==> config.mk <==
export PLATFORM = sky130hd
export DESIGN_NAME = fifo_sync_param
export DESIGN_NICKNAME = d
export VERILOG_FILES = /design/src/rtl/fifo_sync_param.sv
export SDC_FILE = /design/constraint.sdc
export NUM_CORES = 1
export LEC_CHECK = 0
export BUFFER_PORTS_ARGS = -buffer_cell sky130_fd_sc_hd__buf_2
export CAP_MARGIN = 5
export CORE_MARGIN = 2
export CORE_UTILIZATION = 62
export CTS_BUF_LIST = sky130_fd_sc_hd__clkbuf_4
export DETAILED_ROUTE_END_ITERATION = 16
export PLACE_DENSITY_LB_ADDON = 0.05
export RECOVER_POWER = 25
export REMOVE_ABC_BUFFERS = 1
export SLEW_MARGIN = 20
export SYNTH_ARGS = -nofsm -noshare
export SYNTH_HDL_FRONTEND = slang
export SYNTH_SLANG_ARGS = --single-unit
==> constraint.sdc <==
create_clock -name clk -period 4.27 [get_ports clk]
set_clock_uncertainty 0.1 [all_clocks]
set_input_delay 0.6405 -clock clk [delete_from_list [all_inputs] [get_ports clk]]
set_output_delay 0.6405 -clock clk [all_outputs]
set_load 0.03 [all_outputs]
==> src/rtl/fifo_sync_param.sv <==
// fifo_sync_param: single-clock FIFO, any depth >= 2, margins, FWFT option, flush, sticky errors
module fifo_sync_param #(
  parameter int DATA_WIDTH = 16,
  parameter int FIFO_DEPTH = 8,
  parameter int AF_MARGIN  = 1,
  parameter int AE_MARGIN  = 1,
  parameter int FWFT       = 0
) (
  input  logic                            clk,
  input  logic                            rst,
  input  logic                            flush,
  input  logic                            wr_en,
  input  logic [DATA_WIDTH-1:0]           data_in,
  input  logic                            rd_en,
  output logic [DATA_WIDTH-1:0]           data_out,
  output logic                            data_valid,
  output logic                            wr_ack,
  output logic                            overflow,
  output logic                            underflow,
  output logic [1:0]                      err_sticky,
  output logic                            full,
  output logic                            empty,
  output logic                            almostfull,
  output logic                            almostempty,
  output logic [$clog2(FIFO_DEPTH+1)-1:0] count
);
  localparam int PW = $clog2(FIFO_DEPTH);
  localparam int CW = $clog2(FIFO_DEPTH+1);
  logic [DATA_WIDTH-1:0] mem [FIFO_DEPTH];
  logic [PW-1:0] wr_ptr_q, wr_ptr_d, rd_ptr_q, rd_ptr_d;
  logic [CW-1:0] count_q, count_d;
  logic [DATA_WIDTH-1:0] dout_q, dout_d;
  logic dv_q, dv_d, ack_q, ack_d, ovf_q, ovf_d, udf_q, udf_d;
  logic [1:0] err_q, err_d;
  logic wr_acc, rd_acc;
  assign full        = count_q == CW'(FIFO_DEPTH);
  assign empty       = count_q == '0;
  assign almostfull  = !full && count_q >= CW'(FIFO_DEPTH - AF_MARGIN);
  assign almostempty = !empty && count_q <= CW'(AE_MARGIN);
  // a full FIFO can still pop and an empty one can still push, so each side only checks its own limit
  assign wr_acc = !flush && wr_en && !full;
  assign rd_acc = !flush && rd_en && !empty;
  assign count      = count_q;
  assign wr_ack     = ack_q;
  assign overflow   = ovf_q;
  assign underflow  = udf_q;
  assign err_sticky = err_q;
  assign data_out   = (FWFT != 0) ? (empty ? '0 : mem[rd_ptr_q]) : dout_q;
  assign data_valid = (FWFT != 0) ? !empty : dv_q;
  // next-state: explicit pointer wrap so non-power-of-2 depths work
  always_comb begin
    wr_ptr_d = flush ? '0 : !wr_acc ? wr_ptr_q : (wr_ptr_q == PW'(FIFO_DEPTH-1)) ? '0 : wr_ptr_q + 1'b1;
    rd_ptr_d = flush ? '0 : !rd_acc ? rd_ptr_q : (rd_ptr_q == PW'(FIFO_DEPTH-1)) ? '0 : rd_ptr_q + 1'b1;
    count_d  = flush ? '0 : count_q + CW'(wr_acc) - CW'(rd_acc);
    ack_d    = wr_acc;
    ovf_d    = !flush && wr_en && full;
    udf_d    = !flush && rd_en && empty && !wr_en;
    dv_d     = rd_acc && FWFT == 0;
    dout_d   = dv_d ? mem[rd_ptr_q] : dout_q;
    err_d    = flush ? 2'b00 : err_q | {ovf_d, udf_d};
  end
  // control and status registers
  always_ff @(posedge clk or posedge rst) begin
    if (rst) begin
      wr_ptr_q <= '0;
      rd_ptr_q <= '0;
      count_q  <= '0;
      dout_q   <= '0;
      dv_q     <= 1'b0;
      ack_q    <= 1'b0;
      ovf_q    <= 1'b0;
      udf_q    <= 1'b0;
      err_q    <= 2'b00;
    end else begin
      wr_ptr_q <= wr_ptr_d;
      rd_ptr_q <= rd_ptr_d;
      count_q  <= count_d;
      dout_q   <= dout_d;
      dv_q     <= dv_d;
      ack_q    <= ack_d;
      ovf_q    <= ovf_d;
      udf_q    <= udf_d;
      err_q    <= err_d;
    end
  end
  // storage array, deliberately not reset
  always_ff @(posedge clk) begin
    if (wr_acc) mem[wr_ptr_q] <= data_in;
  end
endmodule
==> run metrics <==
# clock sinks 160; initial core utilization 63.0%; finished layout cell area 7150 um^2; Syn Inst Count 402; Setup crit start count[2]; crit-path cells inv_1 > ha_1 > nor3b_2 > or2_1 > inv_2 > nand2_1 > nor2_1 > buf_4; via count 3494; mapped cell area 6410 um^2; Post-DP HPWL 7440 um; Post-Synth Simple-Gate Area 5.33%; crit path DAT 2980 ps; Peak Freq 351 MHz; vias per std cell 5.70; Iter 0 DRT Violations 344; CP endpoint kind flip-flop; Max Root-Sink Buffers 2; # resized after CTS 0; Root Driver clkbuf_4; Worst R2R Start count[2]; final setup TNS 0 ps; MaxCap Viol Count 0; Final min period 2850 ps; DRT Pass-1 Iters 5; P per Cell Area 568 nW/um^2; CORE AREA 10200 um^2; die width 106 um; CTS Hold Buffers Added 0; vias in the first global route 3502; Seq/Total Area, Yosys 72.4%; Max Slew Vio Count 0; CP top delay family simple AND/OR/NAND/NOR gates; clk_lat worst skew 530 ps; CP max-delay cell nor2_1; min-delay worst type primary input to async pin; Worst VDD drop 0.416 mV; largest family of logic cells by synthesized area multiplexers; Antenna Nets Post-Route 0; Async SR Flop Fraction 20.0%; Buf+Inv Stages, Crit Path 3; RSZ-0062 raised after global routing no; Setup Buffers After CTS 0; total gr overflow 0; wire per inst 19.4 um; DP Cell Count 580; Placed Area 6840 um^2; # setup viols final 0; Layout area overhead 11.5%; commonest non-fill, non-tap cell in the layout edfxtp_1; number of I/O port buffers 50; crit start category flip-flop; routability cong. 0.775; antenna violations before repair 0; Total GRT Usage 23.1%; TritonCTS clock tree built; ant diodes 0; largest net degree at the start of global routing 67; Compound-Gate Fraction of Synth Area 6.11%; worst r2r path cells 8; leakage power figure 2.58 nW; final wirelength 11900 um; syn avg cell area 16.0 um^2; commonest cells after routing, fill and taps aside edfxtp_1, mux2i_1, buf_2; status finished, final reports clean; first-pass GRT wire length 18900 um; Die Y 106 um; critical path depth 8; non-filler cells, final 613; FF+latch count, synth 160; worst-margin pin slew 957 ps; NumNets Final 498; post-synthesis mux area share 9.99%; DIE AREA 11200 um^2; layout cells sized above 1 18.9%; Worst R2R Setup Slack 1420 ps; worst flop-to-flop path endpoint mem[3][15]; Post-Synth XOR/XNOR Area 0.410%; Synth warnings 0; Post-synth EDFFs 128; hold violation count in the final report 0; Yosys cell types 34; DRC 0; Synth Area in Adders 2.65%; Setup Crit Path Kind flip-flop to flip-flop; Rel. slew slack 35.7%; Largest stage delay, worst path 640 ps; DP Worst Slack 1280 ps; Reg clk slew, reported paths 130 ps; # IOs 51; final worst slack 1420 ps; CP max FO 9; period utilization 66.7%; Top FF cell, synth edfxtp_1; CP endpoint mem[3][15]; Num CTS Buffers 17; FP Rows 37; H-Tree Depth 4; Req. time, crit path 4410 ps
[cells by family (layout without fill, tap and decap cells)]
group / count (synthesis) / after routing
buf+inv: 43 / 118
simple gates: 59 / 59
flops: 160 / 160
mux: 64 / 64
fa+ha+maj: 13 / 13
compound gates: 60 / 60
xor+xnor: 3 / 3
[how the worst min path moves through the flow]
stage                             from            to  slack, ps  depth (start not counted)
final                              rst  data_out[13]         80                          3
after global placement     data_out[4]   data_out[4]        410                          2
after global routing               rst   data_out[3]        110                          3
after detailed placement  data_out[13]  data_out[13]        410                          2
after floorplan            rd_ptr_q[1]   rd_ptr_q[1]        460                          2
after CTS                          rst   data_out[3]         60                          3
[report_power, final]
group | internal, mW | leakage (nW) | total [mW] | switching [mW]
combinational | 0.460 | 0.860 | 1.19 | 0.734
clock | 0.411 | 0.152 | 0.918 | 0.507
sequential | 1.82 | 1.57 | 1.95 | 0.126
total | 2.69 | 2.58 | 4.06 | 1.37
[layer usage]
layer	global-route usage [%]	share of wire, %	up-vias
met5	0	0	-
met1	34.2	46	1723
li1	-	-	1642
met2	33.6	47	118
met3	6.86	6.2	11
met4	7.14	0.97	0
[sequential cells by signal (all words and copies together) (netlist names)]
register and count:
underflow 1, overflow 1, err_sticky 2, count 4, data_valid 1, data_out 16
wr_ack 1, rd_ptr_q 3, wr_ptr_q 3, mem 128
[metrics by stage]
| step | total power [mW] | util (%) | hold slack (ps) |
|---|---|---|---|
| floorplan | 2.87 | - | 462 |
| detailed placement | 3.17 | 67.2 | 410 |
| CTS | 4.08 | 70.1 | 57.1 |
| global placement | 3.14 | 67.1 | 407 |
| finish | 4.06 | 70.2 | 84.9 |
| global route | 4.27 | 70.2 | 109 |
[worst min-delay path, cell delays in order]
cell and delay, ps:
buf_2 90, inv_1 40, buf_4 390
[area by class of cell]
cell class                      instances  area [um^2]
Timing Repair Buffer                   62          342
Tap cell                              136          170
Inverter                               24         90.1
Fill cell                             718         3030
Clock buffer                           18          135
Sequential cell                       160         4650
Clock inverter                         14          164
Multi-Input combinational cell        199         1600
[cells in the mapped netlist, types with 2 or more instances]
library cell    n  area, um^2
nand3b_1        3        22.5
nor3_1          4        20.0
nand2b_1        7        43.8
a21oi_1         4        20.0
ha_1           12         150
edfxtp_1      128        3840
inv_1          23        86.3
clkbuf_1        5        18.8
mux2i_1        64         641
dfrtp_1        32         801
o21ai_1        20         100
nand3_1        16        80.1
xnor2_1         3        26.3
buf_2           8        40.0
nor2b_1         6        37.5
a22oi_1        32         240
buf_4           5        37.5
nand2_1         5        18.8
nor2_1          9        33.8
nor3b_2         2        25.0
(Power assumes the default switching activity.)
